==> src/rtl/dot_eater_pkg.sv <==
// Shared tile geometry, map size and FSM encoding for the dot eater and its neighbours.
// Geometry macros may be predefined by the build; POWER_PELLET_EN is consumed by dot_eater.
`ifndef TILE_SIZE_PX
`define TILE_SIZE_PX 20
`endif
`ifndef TILE_COL_NUM
`define TILE_COL_NUM 32
`endif
`ifndef TILE_ROW_NUM
`define TILE_ROW_NUM 24
`endif
`ifndef WIDTH
`define WIDTH 640
`endif
`ifndef HEIGHT
`define HEIGHT 480
`endif
`ifndef TILE_N
`define TILE_N (`TILE_ROW_NUM*`TILE_COL_NUM)
`endif

package dot_eater_pkg;
    localparam int TILE_SIZE = `TILE_SIZE_PX;
    localparam int TILE_COLS = `TILE_COL_NUM;
    localparam int TILE_ROWS = `TILE_ROW_NUM;
    localparam int N         = `TILE_N;
    localparam int X_W       = $clog2(`WIDTH);
    localparam int Y_W       = $clog2(`HEIGHT);
    localparam int IDX_W     = $clog2(N);
    localparam int CNT_W     = $clog2(N + 1);

    typedef enum logic [1:0] {
        S_IDLE  = 2'd0,
        S_LOAD  = 2'd1,
        S_PLAY  = 2'd2,
        S_CLEAR = 2'd3
    } state_t;
endpackage

==> src/rtl/dot_eater_tile_indexer.sv <==
// Combinational pixel-to-tile mapping with an in-range flag.
// Shared by the movement, ghost and dot eater stages.
module dot_eater_tile_indexer
    import dot_eater_pkg::*;
(
    input  logic [X_W-1:0]   i_x,
    input  logic [Y_W-1:0]   i_y,
    output logic [IDX_W-1:0] o_tile_idx,
    output logic             o_in_range
);
    logic [31:0] w_col;
    logic [31:0] w_row;
    logic [31:0] w_lin;

    always_comb begin
        w_col = 32'(i_x) / 32'(TILE_SIZE);
        w_row = 32'(i_y) / 32'(TILE_SIZE);
        w_lin = w_row * 32'(TILE_COLS) + w_col;
    end

    // Rows past the bottom of the map produce indices >= N; flag them so callers can drop them.
    assign o_in_range = (w_lin < 32'(N));
    assign o_tile_idx = IDX_W'(w_lin);
endmodule

==> src/rtl/dot_eater.sv <==
// Owns the live dot map: loads it, clears eaten tiles, keeps score and the dot count.
// Define POWER_PELLET_EN to add a second (pellet) map with its own points and pulse.
module dot_eater
    import dot_eater_pkg::*;
#(
    parameter int DOT_POINTS    = 10,
    parameter int PELLET_POINTS = 50,
    parameter int SCORE_W       = 16
) (
    input  logic               i_clk,
    input  logic               i_reset,
    input  logic               i_pos_valid,
    input  logic [X_W-1:0]     i_x,
    input  logic [Y_W-1:0]     i_y,
    input  logic               i_level_load,
    input  logic [N-1:0]       i_init_dots,
`ifdef POWER_PELLET_EN
    input  logic [N-1:0]       i_init_pellets,
    output logic [N-1:0]       o_tilemap_pellets,
    output logic               o_power_pulse,
`endif
    output logic [N-1:0]       o_tilemap_dots,
    output logic [SCORE_W-1:0] o_score,
    output logic [CNT_W-1:0]   o_dots_left,
    output logic               o_eat_pulse,
    output logic               o_level_clear,
    output logic               o_busy
);
    localparam logic [31:0] SCORE_MAX = (32'd1 << SCORE_W) - 32'd1;

    state_t             r_state, w_state_next;
    logic [N-1:0]       r_map;
    logic [CNT_W-1:0]   r_idx, r_count, r_dots_left, w_dots_after;
    logic [SCORE_W-1:0] r_score;
    logic               r_eat_pulse, r_level_clear;
    logic               r_s2_valid, r_s2_in_range;
    logic [IDX_W-1:0]   r_s2_idx, w_tile_idx;
    logic               w_in_range, w_s2_live, w_hit_dot, w_hit_pel, w_eat;
    logic               w_load_dot, w_load_pel;
    logic [1:0]         w_dec, w_load_inc;
    logic [31:0]        w_add, w_sum;

    dot_eater_tile_indexer u_indexer (
        .i_x        (i_x),
        .i_y        (i_y),
        .o_tile_idx (w_tile_idx),
        .o_in_range (w_in_range)
    );

    assign w_load_dot = (r_idx < CNT_W'(N)) ? r_map[r_idx] : 1'b0;
    assign w_s2_live  = (r_state == S_PLAY) && r_s2_valid && r_s2_in_range;
    assign w_hit_dot  = w_s2_live && r_map[r_s2_idx];

`ifdef POWER_PELLET_EN
    logic [N-1:0] r_pel;
    logic         r_power_pulse;
    assign w_load_pel        = (r_idx < CNT_W'(N)) ? r_pel[r_idx] : 1'b0;
    assign w_hit_pel         = w_s2_live && r_pel[r_s2_idx];
    assign o_tilemap_pellets = r_pel;
    assign o_power_pulse     = r_power_pulse;
`else
    assign w_load_pel = 1'b0;
    assign w_hit_pel  = 1'b0;
`endif

    assign w_eat        = w_hit_dot || w_hit_pel;
    assign w_dec        = {1'b0, w_hit_dot} + {1'b0, w_hit_pel};
    assign w_load_inc   = {1'b0, w_load_dot} + {1'b0, w_load_pel};
    assign w_dots_after = r_dots_left - CNT_W'(w_dec);
    assign w_add        = (w_hit_dot ? 32'(DOT_POINTS) : 32'd0) + (w_hit_pel ? 32'(PELLET_POINTS) : 32'd0);
    assign w_sum        = 32'(r_score) + w_add;

    always_ff @(posedge i_clk or negedge i_reset) begin
        if (!i_reset) r_state <= S_IDLE;
        else          r_state <= w_state_next;
    end

    // LOAD spends one extra cycle after the walk to publish the count.
    always_comb begin
        w_state_next = r_state;
        if (i_level_load) begin
            w_state_next = S_LOAD;
        end else begin
            case (r_state)
                S_LOAD:  if (r_idx == CNT_W'(N)) w_state_next = (r_count != '0) ? S_PLAY : S_CLEAR;
                S_PLAY:  if (w_eat && (w_dots_after == '0)) w_state_next = S_CLEAR;
                default: w_state_next = r_state;
            endcase
        end
    end

    always_ff @(posedge i_clk or negedge i_reset) begin
        if (!i_reset) begin
            r_map         <= '0;
            r_idx         <= '0;
            r_count       <= '0;
            r_dots_left   <= '0;
            r_score       <= '0;
            r_eat_pulse   <= 1'b0;
            r_level_clear <= 1'b0;
            r_s2_valid    <= 1'b0;
            r_s2_in_range <= 1'b0;
            r_s2_idx      <= '0;
`ifdef POWER_PELLET_EN
            r_pel         <= '0;
            r_power_pulse <= 1'b0;
`endif
        end else begin
            r_eat_pulse   <= 1'b0;
`ifdef POWER_PELLET_EN
            r_power_pulse <= 1'b0;
`endif
            r_level_clear <= (w_state_next == S_CLEAR);
            r_s2_valid    <= i_pos_valid && (r_state == S_PLAY) && !i_level_load;
            r_s2_idx      <= w_tile_idx;
            r_s2_in_range <= w_in_range;
            // A load overrides any eat resolving in the same cycle.
            if (i_level_load) begin
                r_map   <= i_init_dots;
`ifdef POWER_PELLET_EN
                r_pel   <= i_init_pellets;
`endif
                r_idx   <= '0;
                r_count <= '0;
            end else if (r_state == S_LOAD) begin
                if (r_idx == CNT_W'(N)) begin
                    r_dots_left <= r_count;
                end else begin
                    r_count <= r_count + CNT_W'(w_load_inc);
                    r_idx   <= r_idx + CNT_W'(1);
                end
            end else if (w_eat) begin
                if (w_hit_dot) r_map[r_s2_idx] <= 1'b0;
`ifdef POWER_PELLET_EN
                if (w_hit_pel) r_pel[r_s2_idx] <= 1'b0;
                r_power_pulse <= w_hit_pel;
`endif
                r_score     <= (w_sum > SCORE_MAX) ? SCORE_W'(SCORE_MAX) : SCORE_W'(w_sum);
                r_dots_left <= w_dots_after;
                r_eat_pulse <= w_hit_dot;
            end
        end
    end

    assign o_tilemap_dots = r_map;
    assign o_score        = r_score;
    assign o_dots_left    = r_dots_left;
    assign o_eat_pulse    = r_eat_pulse;
    assign o_level_clear  = r_level_clear;
    assign o_busy         = (r_state == S_LOAD);
endmodule

==> config.mk <==
export PLATFORM = sky130hd
export DESIGN_NAME = dot_eater
export DESIGN_NICKNAME = d
export VERILOG_FILES = /design/src/rtl/dot_eater_pkg.sv /design/src/rtl/dot_eater_tile_indexer.sv /design/src/rtl/dot_eater.sv
export SDC_FILE = /design/constraint.sdc
export NUM_CORES = 2
export LEC_CHECK = 0
export CAP_MARGIN = 30
export CORE_AREA = 3 3 622 624
export DETAILED_ROUTE_END_ITERATION = 10
export DIE_AREA = 0 0 625 627
export PLACE_DENSITY = 0.35
export SETUP_SLACK_MARGIN = 0.02
export SLEW_MARGIN = 25
export SYNTH_ARGS = -nofsm -noshare
export SYNTH_HDL_FRONTEND = slang
export SYNTH_SLANG_ARGS = --single-unit
export TNS_END_PERCENT = 20
==> constraint.sdc <==
create_clock -name i_clk -period 6 [get_ports i_clk]
set_clock_uncertainty 0.2 [all_clocks]
set_input_delay 0.9 -clock i_clk [delete_from_list [all_inputs] [get_ports i_clk]]
set_output_delay 0.9 -clock i_clk [all_outputs]
set_load 0.005 [all_outputs]
== Word-level counts from Yosys, hierarchy flattened ==
Cells that the tools add are included.

* Register bits after elaboration: 830
* Latch bits: 0
* RAM bits: 0
* Memory bits (read-only): 0
* Output and inout bits: 797
* Memories kept: 0

* $add $sub $neg: 5
* Multiply operators: 0
* Div/mod/pow operators: 2
* Order comparisons: 6
* Equal/unequal tests: 7
* Shifts and indexed selects: 0
* Multiplexer cells: 29
* Bitwise operators: 4
* Reductions and logical operators: 17

{| class="wikitable"
|+ Operators by type and width
! kind !! number
|-
| $mux 768 || 3
|-
| $and 768x768->768 || 1
|-
| $not 768->768 || 1
|-
| $mux 10 || 9
|-
| $add 32x32->32 || 1
|-
| $div 10x5->32 const B || 1
|-
| $div 9x5->32 const B || 1
|-
| $lt 32x10->1 const B || 1
|-
| $lt 10x11->1 const B || 2
|-
| $bmux 1 s10 || 2
|-
| $add 16x4->17 || 1
|-
| $gt 17x16->1 const B || 1
|-
| $mux 16 || 1
|-
| $add 10x1->10 || 1
|-
| $add 10x1->10 const B || 1
|-
| $demux 1 s10 || 1
|-
| $eq 10x10->1 const B || 1
|-
| $ge 10x1->1 const B || 1
|-
| $logic_not 10->1 || 1
|-
| $lt 10x10->1 const B || 1
|-
| $reduce_bool 10->1 || 1
|-
| $sub 10x1->10 || 1
|-
| $mux 1 || 8
|-
| $logic_and 1x1->1 || 7
|-
| other kinds (12) || 21
|}

== Logic depth before layout (Yosys ltp) ==
* Word-level depth: 11
* Gate-level depth with buffers: 23
* Gate-level depth less buffers: 18

== Cells and area by module ==
Synthesis repeated with hierarchy kept, for this count alone.

* Cell total of the unflattened synthesis: 4245
* Area total of the unflattened synthesis: 48977.0 µm²

{| class="wikitable"
|+ By module, submodules not included
! module !! instances !! cells each !! area an instance (µm²)
|-
| dot_eater || 1 || 4008 || 47382.9
|-
| dot_eater_tile_indexer || 1 || 237 || 1594.0
|}

== Worst setup path before layout ==
OpenSTA, ideal clock, no wires.

* Kind: register to register
* Start: reg r_s2_idx[0]
* End: reg r_score[15] (netlist: o_score[15])
* Data arrival time: 4.232 ns
* Required time: 5.675 ns
* Path slack: 1.443 ns
* Stages on the path, launching flop included: 22
* Buffers on the path: 4
* Period minus slack after synthesis: 4.557 ns
* Cells stage by stage: dfrtp_1 buf_2 buf_4 nand4b_1 buf_2 o22ai_1 nor4_1 nand2_1 mux4_2 a221o_1 nor4_4 buf_2 nor2_1 ha_1 ha_1 and2_1 o21ai_0 inv_1 nand4_1 nor3_1 nand3_1 mux2_2

* Word-level cells in the longest chain between the ends: 7
* Elaborated cells on any way between the ends: 8

{| class="wikitable"
|+ Ends and longest elaborated chain
! what !! line !! text
|-
| start, declared || dot_eater.sv:37 || <nowiki>logic [IDX_W-1:0] r_s2_idx, w_tile_idx;</nowiki>
|-
| start signal, assigned || dot_eater.sv:115 || <nowiki>r_s2_idx <= w_tile_idx;</nowiki>
|-
| $bmux 1 s10 * || dot_eater.sv:52 || <nowiki>assign w_hit_dot = w_s2_live && r_map[r_s2_idx];</nowiki>
|-
| $mux 1 (implied by the code) * || dot_eater.sv:52 ||
|-
| $logic_and 1x1->1 * || dot_eater.sv:52 ||
|-
| $mux 4 || dot_eater.sv:70 || <nowiki>assign w_add = (w_hit_dot ? 32'(DOT_POINTS) : 32'd0) + (w_hit_pel ? 32'(PELLET_POINTS) : 32'd0);</nowiki>
|-
| $add 16x4->17 || dot_eater.sv:71 || <nowiki>assign w_sum = 32'(r_score) + w_add;</nowiki>
|-
| $gt 17x16->1 || dot_eater.sv:138 || <nowiki>r_score <= (w_sum > SCORE_MAX) ? SCORE_W'(SCORE_MAX) : SCORE_W'(w_sum);</nowiki>
|-
| $mux 16 || dot_eater.sv:138 ||
|-
| end signal, assigned || dot_eater.sv:138 ||
|-
| end, declared || dot_eater.sv:34 || <nowiki>logic [SCORE_W-1:0] r_score;</nowiki>
|}

Every way passes the cells marked *; elsewhere a longest branch is shown, timed or not. The select of a mux whose other input is x is not followed.
A chain may end at the register's enable or synchronous reset.

== Worst setup path after layout ==
* Start: reg r_s2_idx[1]
* End: reg r_score[14] (netlist: o_score[14])

The elaborated chain is that of the path after synthesis.

==> impl_metrics.csv <==
group,metric,value,unit
final_layout,final_core_util,0.203,
route,drt_first_iter_violations,5823,
place,postPlaceCellArea,0.0728,mm²
final_layout,layout_commonest_cell,"sky130_fd_sc_hd__clkdlybuf4s50_1",
timing,layout_worst_path_cycle_share,0.956,
route,drt_drc_violations_left,0,
timing,hold_viol,0,
timing,finalSetupViolations,0,
final_layout,area.growth.synth_to_final,58.8,%
timing,highest_clock_rate,0.174,GHz
grt,grt_remaining_overflow,0,
power_and_ir_drop,share_seq_of_total_power,0.327,
power_and_ir_drop,total_power_density_per_cell_area,295,mW/mm²
yosys,synth-seq-area-share,0.426,
timing,rsz0062_at_grt,"no",
yosys,yosys_most_used_dff,"sky130_fd_sc_hd__dfrtp_1",
yosys,synthesis.nets,5041,
final_layout,finish.net_count,6639,
timing,number_of_slew_limit_violations_in_the_final_report,0,
yosys,netlist_area_before_placement,0.0488,mm²
yosys,post_synth_inst_count,4234,
setup_path,cp_max_fo,34,
power_and_ir_drop,share_comb_of_total_power,0.337,
place,finalWeightedCongestion,0.900,
final_layout,share_of_cells_above_drive_strength_1,0.145,
final_layout,fillers,41500,
grt,gr-max-usage-layer,"met2",
grt,grt_first_pass_wirelength,611,mm
grt,gr-usage-met2,0.381,
timing,time_the_worst_path_needs_with_i_o_delays_and_setup,5.74,ns
power_and_ir_drop,clockPowerShare,0.337,
power_and_ir_drop,vdd.ir_drop.worst,0.000208,V
yosys,yosys_warnings,0,
die,fp.coreArea,0.382,mm²
route,routed_wl,496,mm
route,drt.antenna.violating_nets,0,
place,dpl.hpwl,386,mm
grt,met3_demand_to_capacity_share_in_global_routing,0.0678,
route,drt-pass1-iter-count,5,
final_layout,layout.cells.most_common_list,"sky130_fd_sc_hd__clkdlybuf4s50_1, sky130_fd_sc_hd__mux2i_1, sky130_fd_sc_hd__dfrtp_1",
setup_path,end_kind,"flop",
outcome,status,"complete, no violations",
setup_path,crit_path_cell_trace,"buf_6, buf_4, buf_12, mux2i_1, o22ai_1, or4_1, nor3_1, a22oi_1, buf_6, a31o_1, nor4_4, nor2_1, buf_4, ha_1, a31oi_1, nor2_2, nand4b_4, buf_4, nor3_1, mux2_1",
die,start_util,0.128,
route,routed_length_per_instance,44.7,µm
final_layout,finalInstanceArea,0.0774,mm²
setup_path,worstPathRequired,6.52,ns
die,top_level_ports,1588,
setup_path,timing.critical_path.slowest_cell_delay,0.53,ns
grt,antenna_found_initial,259,
grt,first_global_vias,49700,
power_and_ir_drop,p_total,22.8,mW
setup_path,startpoint_type,"flop",
timing,worst_setup_margin,0.263,ns
clock_network,cts.path.max_buffers,4,
setup_path,ff2ff_setup_slack,0.26,ns
hold_path,hp-class,"flop to flop",
setup_path,worst-setup-path-type,"flop to flop",
grt,gr-usage-all-layers,0.243,
setup_path,cp_common_cell,"sky130_fd_sc_hd__buf_4",
yosys,number_of_synthesized_flops_with_an_enable_pin,0,
die,design.die.area,0.392,mm²
power_and_ir_drop,power_report.internal_total,14.3,mW
clock_network,cts_buffers,120,
yosys,synthesis.area_per_instance,11.5,µm²
setup_path,critical_path_arrival,6.26,ns
clock_network,clkSlewWorstSetupHoldPaths,0.06,ns
timing,worst_slew_pin_tran,1.15,ns
timing,maxSlewHeadroom,0.233,
yosys,ys_seq_elements,830,
die,die_x,625,µm
clock_network,tritoncts,"yes",
job,count_of_max_cap_constraint_violations,0,
yosys,netlist.area_leader.share,0.426,
power_and_ir_drop,p_leak,31.9,nW
place,dp_slack,-0.493,ns
power_and_ir_drop,sw_frac_of_total,0.372,
final_layout,instances_no_fill,11100,
route,vias_per_cell,4.56,
setup_path,slowest_stage,"sky130_fd_sc_hd__dfrtp_4",
power_and_ir_drop,power_switching,8.49,mW
yosys,synth_area_leaders,"sky130_fd_sc_hd__dfrtp_1, sky130_fd_sc_hd__mux2i_1, sky130_fd_sc_hd__mux4_2, sky130_fd_sc_hd__a21oi_1, sky130_fd_sc_hd__o22ai_1",
yosys,library_cells_used_by_synthesis,73,
grt,grt_start_max_net_pins,149,
place,port-buffer-count,1583,
route,via_count,50600,
yosys,async_s_r_ff_share_synth,1.00,
clock_network,ctsHtreeMaxLevel,3,
clock_network,clock_insertion_delay_worst_skew,0.90,ns
clock_network,clockRootBuffer,"sky130_fd_sc_hd__clkbuf_16",
clock_network,numClockSinks,830,
grt,use_met1,0.309,
place,numPlacedInstances,10700,
die,row_count,227,
yosys,synth_top_cell_by_area,"sky130_fd_sc_hd__dfrtp_1",
die,die_h,627,µm
[sequential cells by signal, indices dropped and copies added (netlist names)]
name	cells
o_eat_pulse	1
r_idx	10
r_count	10
r_s2_idx	10
r_s2_valid	1
o_tilemap_dots	768
o_dots_left	10
r_state	2
r_s2_in_range	1
o_level_clear	1
o_score	16
[through the flow]
| stage | hold WS, ns | TNS (ns) |
|---|---|---|
| after floorplan | 0.259 | 0 |
| after global placement | 0.256 | -7.43 |
| after detailed placement | 0.260 | -7.07 |
| after CTS | 0.275 | 0 |
| after global routing | 0.304 | 0 |
| final | 0.274 | 0 |
[per-layer routing]
metal  up-vias  part of all wire
li1      19500                 -
met3       744             0.084
met1     27200              0.41
met5         -           0.00057
met4        44             0.048
met2      3132              0.45
[worst max-delay path: cells and delay by family (launching register included)]
family,cells,cell delay (ns)
buf+inv,6,1.34
simple gates,7,1.80
mux,2,0.67
flops,1,0.53
fa+ha+maj,1,0.31
compound gates,4,0.72
[power by group through the flow]
stage | combinational, mW | sequential [mW] | clock (mW)
after global routing | 8.05 | 7.46 | 8.05
after detailed placement | 7.66 | 7.52 | 0
after global placement | 7.62 | 7.53 | 0
final | 7.69 | 7.45 | 7.68
after floorplan | 3.22 | 6.75 | 0
after CTS | 7.73 | 7.42 | 7.91
[Yosys cell counts, types with 8 or more instances]
cell                        count
sky130_fd_sc_hd__ha_1          16
sky130_fd_sc_hd__nor4_1        38
sky130_fd_sc_hd__mux2i_1     1148
sky130_fd_sc_hd__o2111ai_1      8
sky130_fd_sc_hd__clkbuf_1     244
sky130_fd_sc_hd__inv_1         31
sky130_fd_sc_hd__xnor2_1       15
sky130_fd_sc_hd__buf_2         97
sky130_fd_sc_hd__xor2_1        14
sky130_fd_sc_hd__buf_4         28
sky130_fd_sc_hd__a21oi_1      802
sky130_fd_sc_hd__nor2b_1       15
sky130_fd_sc_hd__dfrtp_1      830
sky130_fd_sc_hd__buf_1         33
sky130_fd_sc_hd__or3_1         18
sky130_fd_sc_hd__nand2b_1      12
sky130_fd_sc_hd__nand3_1       32
sky130_fd_sc_hd__a31oi_1        8
sky130_fd_sc_hd__o22ai_1      162
sky130_fd_sc_hd__buf_6         18
sky130_fd_sc_hd__o21ai_0       44
sky130_fd_sc_hd__nand2_1       60
sky130_fd_sc_hd__nor3_1        37
sky130_fd_sc_hd__nor2_1       117
sky130_fd_sc_hd__mux4_2       261
sky130_fd_sc_hd__nand4_1       14
sky130_fd_sc_hd__and2_1        21
[path summary, 6_finish.rpt]
kind                                  endpoint         from  cells past startpoint
setup / recovery                   o_score[14]  r_s2_idx[1]                     20
hold / removal                      o_score[0]   o_score[0]                      1
setup reg to reg                   o_score[14]  r_s2_idx[1]                     20
hold reg to reg                     o_score[0]   o_score[0]                      1
max in group asynchronous             r_idx[2]      i_reset                      4
min in group asynchronous  o_tilemap_dots[719]      i_reset                      2
[kinds of logic after synthesis]
family                   Yosys count  synth area share
buffers and inverters            452            0.0422
multiplexers                    1413             0.357
AND/OR/NAND/NOR                  414            0.0452
flip-flops                       830             0.426
XOR/XNOR                          29           0.00521
adder cells (fa/ha/maj)           19           0.00472
AO/OA/AOI/OAI                   1077             0.119
[timing repair]
action,in CTS,in global routing
endpoints found under the setup margin,22,11
hold buffers,1,0
resized for setup,5,8
hold endpoints to repair,60,0
buffers inserted,3,0
pin swaps,0,1
[area by class of cell]
| cell class | count | area, µm² | area share |
|---|---|---|---|
| Sequential cell | 830 | 20800 | 0.269 |
| Tap cell | 5038 | 6300 | 0.0814 |
| Clock inverter | 42 | 636 | 0.00821 |
| Inverter | 32 | 120 | 0.00155 |
| Antenna cell | 138 | 345 | 0.00446 |
| Multi-Input combinational cell | 2952 | 26400 | 0.341 |
| Timing Repair Buffer | 1896 | 19400 | 0.250 |
| Clock buffer | 166 | 3410 | 0.0440 |
(Power assumes the default switching activity.)
